**config.mk**
```make
export PLATFORM = sky130hd
export DESIGN_NAME = game_sequencer
export DESIGN_NICKNAME = d
export VERILOG_FILES = /design/src/rtl/game_sequencer_pkg.sv /design/src/rtl/game_sequencer_turn_timer.sv /design/src/rtl/game_sequencer.sv
export SDC_FILE = /design/constraint.sdc
export NUM_CORES = 1
export LEC_CHECK = 0
export ABC_AREA = 1
export CAP_MARGIN = 10
export CELL_PAD_IN_SITES_DETAIL_PLACEMENT = 1
export CELL_PAD_IN_SITES_GLOBAL_PLACEMENT = 2
export CORE_ASPECT_RATIO = 1.5
export CORE_MARGIN = 2
export CORE_UTILIZATION = 35
export DETAILED_ROUTE_END_ITERATION = 6
export GPL_TIMING_DRIVEN = 0
export PLACE_DENSITY = 0.85
export SLEW_MARGIN = 25
export SYNTH_ARGS = -nofsm -noshare
export SYNTH_HDL_FRONTEND = slang
export SYNTH_SLANG_ARGS = --single-unit
```
**constraint.sdc**
```tcl
create_clock -name Clock -period 2.8 [get_ports Clock]
set_input_delay 0.56 -clock Clock [delete_from_list [all_inputs] [get_ports Clock]]
set_output_delay 0.56 -clock Clock [all_outputs]
set_load 0.01 [all_outputs]
```
**src/rtl/game_sequencer_pkg.sv**
```systemverilog
// Shared definitions for the two-player guessing game sequencer:
// controller states, decision codes, winner codes and grant encodings.
package game_sequencer_pkg;

    typedef enum logic [2:0] {
        S_IDLE     = 3'd0,
        S_TURN     = 3'd1,
        S_WAIT_RES = 3'd2,
        S_SCORE    = 3'd3,
        S_DONE     = 3'd4
    } state_t;

    // Decision codes returned by the external decision datapath.
    typedef enum logic [1:0] {
        RES_PENDING = 2'b00,
        RES_CORRECT = 2'b01,
        RES_WRONG   = 2'b10,
        RES_ABORT   = 2'b11
    } result_t;

    typedef enum logic [1:0] {
        WIN_NONE  = 2'b00,
        WIN_P1    = 2'b01,
        WIN_P2    = 2'b10,
        WIN_ABORT = 2'b11
    } winner_t;

    // One-hot turn owner; 2'b11 is never produced.
    localparam logic [1:0] GRANT_NONE = 2'b00;
    localparam logic [1:0] GRANT_P1   = 2'b01;
    localparam logic [1:0] GRANT_P2   = 2'b10;

    localparam int unsigned TIMER_W = 8;

    // Score increment that sticks at the 4-bit maximum.
    function automatic logic [3:0] sat_inc4(input logic [3:0] v);
        return (v == 4'hF) ? v : v + 4'd1;
    endfunction

endpackage

```
**src/rtl/game_sequencer_turn_timer.sv**
```systemverilog
// Loadable down-counter. o_expire flags that the current tick is the last
// one (the count reaches zero on it), so a load of N yields N ticks.
module turn_timer #(
    parameter int unsigned WIDTH = 8
) (
    input  logic             i_clk,
    input  logic             i_rst_n,
    input  logic             i_load,
    input  logic [WIDTH-1:0] i_load_val,
    input  logic             i_tick,
    output logic             o_expire
);

    logic [WIDTH-1:0] r_count;

    // Load has priority over counting; the count stops at zero.
    always_ff @(posedge i_clk or negedge i_rst_n) begin
        if (!i_rst_n) begin
            r_count <= '0;
        end else if (i_load) begin
            r_count <= i_load_val;
        end else if (i_tick && (r_count != '0)) begin
            r_count <= r_count - 1'b1;
        end
    end

    assign o_expire = (r_count <= WIDTH'(1));

endmodule

```
**src/rtl/game_sequencer.sv**
```systemverilog
// Two-player turn sequencer: grants turns, forwards the owner's guess,
// waits for a decision code, keeps score and declares the match winner.
module game_sequencer
    import game_sequencer_pkg::*;
#(
    parameter int unsigned TURN_TICKS = 16,
    parameter int unsigned RES_WAIT   = 4,
    parameter int unsigned WIN_SCORE  = 5
) (
    input  logic       Clock,
    input  logic       Reset_n,
    input  logic       Start,
    input  logic       Guess_p1,
    input  logic       Guess_p2,
    input  logic [1:0] Result,
    output logic [1:0] Grant,
    output logic       Guess_fwd,
    output logic [3:0] Score_p1,
    output logic [3:0] Score_p2,
    output logic [1:0] Winner,
    output logic       Busy
);

    state_t      r_state;
    logic [1:0]  r_grant;
    logic        r_fwd;
    logic [3:0]  r_score_p1;
    logic [3:0]  r_score_p2;
    winner_t     r_winner;
    logic        r_busy;
    result_t     r_code;

    logic        w_accept;
    logic        w_decided;
    result_t     w_code;
    logic [3:0]  w_owner_score;
    logic [3:0]  w_new_score;
    logic        w_turn_load;
    logic        w_turn_tick;
    logic        w_turn_exp;
    logic        w_wait_load;
    logic        w_wait_tick;
    logic        w_wait_exp;

    // Guess acceptance, decision decode, score preview and timer controls.
    always_comb begin
        w_accept  = (r_state == S_TURN) &&
                    (((r_grant == GRANT_P1) && Guess_p1) ||
                     ((r_grant == GRANT_P2) && Guess_p2));

        // x/z and 00 match no item and so read as pending.
        w_decided = 1'b0;
        w_code    = RES_WRONG;
        case (Result)
            RES_CORRECT: begin w_decided = 1'b1; w_code = RES_CORRECT; end
            RES_WRONG:   begin w_decided = 1'b1; w_code = RES_WRONG;   end
            RES_ABORT:   begin w_decided = 1'b1; w_code = RES_ABORT;   end
            default:     begin w_decided = 1'b0; w_code = RES_WRONG;   end
        endcase

        w_owner_score = (r_grant == GRANT_P1) ? r_score_p1 : r_score_p2;
        w_new_score   = (r_code == RES_CORRECT) ? sat_inc4(w_owner_score)
                                                : w_owner_score;

        w_turn_load = (((r_state == S_IDLE) || (r_state == S_DONE)) && Start) ||
                      ((r_state == S_TURN) && !w_accept && w_turn_exp) ||
                      (r_state == S_SCORE);
        w_turn_tick = (r_state == S_TURN);

        // The wait counter only runs once the forward strobe has gone, so
        // Result is never sampled in the Guess_fwd cycle.
        w_wait_load = w_accept;
        w_wait_tick = (r_state == S_WAIT_RES) && !r_fwd;
    end

    turn_timer #(.WIDTH(TIMER_W)) u_turn_timer (
        .i_clk      (Clock),
        .i_rst_n    (Reset_n),
        .i_load     (w_turn_load),
        .i_load_val (TIMER_W'(TURN_TICKS)),
        .i_tick     (w_turn_tick),
        .o_expire   (w_turn_exp)
    );

    turn_timer #(.WIDTH(TIMER_W)) u_wait_timer (
        .i_clk      (Clock),
        .i_rst_n    (Reset_n),
        .i_load     (w_wait_load),
        .i_load_val (TIMER_W'(RES_WAIT)),
        .i_tick     (w_wait_tick),
        .o_expire   (w_wait_exp)
    );

    // Match controller with registered outputs.
    always_ff @(posedge Clock or negedge Reset_n) begin
        if (!Reset_n) begin
            r_state    <= S_IDLE;
            r_grant    <= GRANT_NONE;
            r_fwd      <= 1'b0;
            r_score_p1 <= '0;
            r_score_p2 <= '0;
            r_winner   <= WIN_NONE;
            r_busy     <= 1'b0;
            r_code     <= RES_PENDING;
        end else begin
            r_fwd <= 1'b0;
            case (r_state)
                S_IDLE, S_DONE: begin
                    if (Start) begin
                        r_state    <= S_TURN;
                        r_grant    <= GRANT_P1;
                        r_score_p1 <= '0;
                        r_score_p2 <= '0;
                        r_winner   <= WIN_NONE;
                        r_busy     <= 1'b1;
                    end
                end
                S_TURN: begin
                    // A guess in the expiry cycle keeps the turn.
                    if (w_accept) begin
                        r_fwd   <= 1'b1;
                        r_state <= S_WAIT_RES;
                    end else if (w_turn_exp) begin
                        r_grant <= (r_grant == GRANT_P1) ? GRANT_P2 : GRANT_P1;
                    end
                end
                S_WAIT_RES: begin
                    if (!r_fwd) begin
                        if (w_decided) begin
                            r_code  <= w_code;
                            r_state <= S_SCORE;
                        end else if (w_wait_exp) begin
                            r_code  <= RES_WRONG;
                            r_state <= S_SCORE;
                        end
                    end
                end
                S_SCORE: begin
                    if (r_code == RES_ABORT) begin
                        r_winner <= WIN_ABORT;
                        r_grant  <= GRANT_NONE;
                        r_busy   <= 1'b0;
                        r_state  <= S_DONE;
                    end else begin
                        if (r_grant == GRANT_P1) r_score_p1 <= w_new_score;
                        else                     r_score_p2 <= w_new_score;
                        if (w_new_score == 4'(WIN_SCORE)) begin
                            r_winner <= (r_grant == GRANT_P1) ? WIN_P1 : WIN_P2;
                            r_grant  <= GRANT_NONE;
                            r_busy   <= 1'b0;
                            r_state  <= S_DONE;
                        end else begin
                            r_grant  <= (r_grant == GRANT_P1) ? GRANT_P2 : GRANT_P1;
                            r_state  <= S_TURN;
                        end
                    end
                end
                default: begin
                    r_state <= S_IDLE;
                    r_grant <= GRANT_NONE;
                    r_busy  <= 1'b0;
                end
            endcase
        end
    end

    assign Grant     = r_grant;
    assign Guess_fwd = r_fwd;
    assign Score_p1  = r_score_p1;
    assign Score_p2  = r_score_p2;
    assign Winner    = r_winner;
    assign Busy      = r_busy;

endmodule

```
==> results.cfg <==
[run_status]
status = complete, no violations

[logic_synthesis]
synthArstFlopShare_pct = 100
synthTopCellsByCount = nand2_1 (76), inv_1 (41), dfrtp_1 (35), nor2_1 (23)
yosys.area.top_type = dfrtp_1
synth_cell_types = 30
ys_seq_area_share_pct = 41.5
synth_edf_count = 0
syn_area_per_cell_um2 = 7.37
synthesis.nets = 299
synth-main-ff-cell = dfrtp_1
netlist_instances = 286
synth_top_area_share_pct = 41.5
ys_warn_count = 0
yosysMostFrequentCell = nand2_1
syn_area_um2 = 2110
yosys-top-cells-area = dfrtp_1 (42%), nand2_1 (14%), inv_1 (7.3%)
synth_seq_cells = 35

[grt]
overflow = 0
grt_pass1_wl_um = 8690
track_usage_pct = 17.2
grt_pass1_vias = 1948
grt_max_degree = 24
antenna_found_initial = 0

[timing]
relSlewSlack_pct = 72.2
fin_ws_ns = 0.643
timing.fmax_mhz = 464
worst_clock_skew_ns = 0.00443
hold_viol_final = 0
tightest_slew_ns = 0.416
rsz0062_at_grt = no
fin_crit_ns = 2.16
slew_viol_final = 0
finalSetupTns_ns = 0
finalCritPeriodShare_pct = 77.0
setup_viol = 0

[drt]
drc = 0
vias_per_cell = 4.84
vias = 1872
wl_per_cell_um = 13.1
drt_first_pass_iters = 4
drt_iter0_drc = 46
wirelength_um = 5050
final_antenna_net_count = 0

[finish]
areaGrowthSynthToFinish_pct = 19.2
drive_gt1_share_pct = 12.7
final_nets = 327
post-route-util_pct = 43.1
antenna_cells = 0

[die]
die_width_um = 67.4
die-area_um2 = 6670
die_h_um = 99.1
num_rows = 34
initial_core_util_pct = 36.2
core_um2 = 5830
ios = 21

[clock_network]
cts_buffers = 5
cts_root_buf = clkbuf_8
cts_tree = done
cts.repair.resized = 0
clock_latency_ns = 0.28
post_cts_buffers = 0
clock_sinks = 35
h-tree-depth = 2
hold_buffers = 0
cts_buffer_depth = 2
clk_pin_slew_ns = 0.07

[setup_path]
crit_path_start_kind = register
path_class = register to register
cp-endpoint = Winner[0]
cp-end-kind = register
crit_path_max_fanout = 10
critPathArrivalTime_ns = 2.32
regToRegSetupSlack_ns = 0.64
reg2reg_from = Grant[0]
reg2reg_to = Winner[0]
cp-startpoint = Grant[0]
critPathRequiredTime_ns = 2.97
ff2ff_path_depth = 16

[power]
p_leak_nw = 1.25
report.power.total_mw = 2.71
cellPowerDensity_nw_per_um2 = 1080
irDropWorstVdd_v = 0.000367

[place]
gp_congestion = 0.749
pre_cts_slack_ns = 0.553
hpwl_um = 4060
io_buffers = 20

[run]
maxCapViolCount = 0

[worst_hold_path]
hp-class = primary input to async pin
-- metrics by stage --
step,area [um2],hold slack [ns],std cells
after floorplan,2110,0.264,286
after global placement,2400,0.458,378
after detailed placement,2410,0.477,379
after CTS,2510,0.168,387
after global routing,2510,0.174,387
final,2510,0.164,387
-- where the power goes --
| group | total (mW) | internal (mW) | switching [mW] |
|---|---|---|---|
| Combinational | 1.46 | 0.524 | 0.933 |
| Clock | 0.410 | 0.225 | 0.185 |
| Sequential | 0.845 | 0.700 | 0.145 |
-- worst max-delay path, cell delays in order, from the launching register on --
cell and delay [ns]:
dfrtp_1 0.39, buf_6 0.16, nand2_8 0.11, nand2_1 0.06
nand2_1 0.13, ha_1 0.26, inv_1 0.06, nand3_1 0.08
nand2_1 0.06, nand3_1 0.11, nand2_1 0.06, nor2_1 0.14
nand2_1 0.08, nand2_2 0.09, nand2_1 0.11, nand2_1 0.08
o21ai_1 0.06
-- final cells by class --
type,count,area [um2]
fillers,753,3310
multi-input cells,202,1040
flip-flops and latches,35,876
repair buffers,21,215
inverters,48,183
clock buffers,8,100
well taps,72,90.1
plain buffers,1,11.3
-- cell families (layout without fill, tap and decap cells) --
kind of cell | Yosys count | count (layout) | synth area share, %
fa+ha+maj | 6 | 6 | 3.56
xor+xnor | 1 | 1 | 0.416
buf+inv | 49 | 78 | 9.20
flops | 35 | 35 | 41.5
simple gates | 151 | 151 | 34.3
compound gates | 44 | 44 | 11.0
-- sequential cells by signal (all words and copies together), names as in the netlist --
signal                count
Busy                      1
Grant                     2
u_turn_timer.r_count      8
Winner                    2
u_wait_timer.r_count      8
Score_p1                  4
Score_p2                  4
Guess_fwd                 1
r_state                   3
r_code                    2
-- how the worst min path moves through the flow --
| stage | cells after the start | endpoint | slack [ns] |
|---|---|---|---|
| after global placement | 1 | u_wait_timer.r_count[7] | 0.46 |
| after detailed placement | 1 | u_turn_timer.r_count[1] | 0.48 |
| after floorplan | 0 | Busy | 0.26 |
| after CTS | 1 | u_turn_timer.r_count[1] | 0.17 |
| final | 1 | u_turn_timer.r_count[1] | 0.16 |
| after global routing | 1 | Grant[1] | 0.17 |
-- routing by layer --
layer  vias to the layer above  part of all wire, %  wire (um)  global-route usage [%]
met5                         -                    0          0                       0
met4                         0                  2.4        121                    6.91
met3                         8                  1.9         94                    2.40
met2                        18                   55       2760                    31.8
met1                       888                   41       2070                    19.0
li1                        958                    -          -                       -
-- layout by cell type (no fill, tap or decap), drive strengths merged --
cell type / count
inv: 47
o22ai: 1
ha: 6
clkdlybuf4s50: 19
o211ai: 1
o21ai: 27
o21a: 1
dfrtp: 35
nor2: 30
a21oi: 12
xor2: 1
nor3: 7
buf: 3
nand2: 88
clkbuf: 8
clkinv: 1
a22oi: 1
nand4: 2
o31ai: 1
or2: 1
nand3: 23
Note: power is estimated with default switching activity, not from simulation.
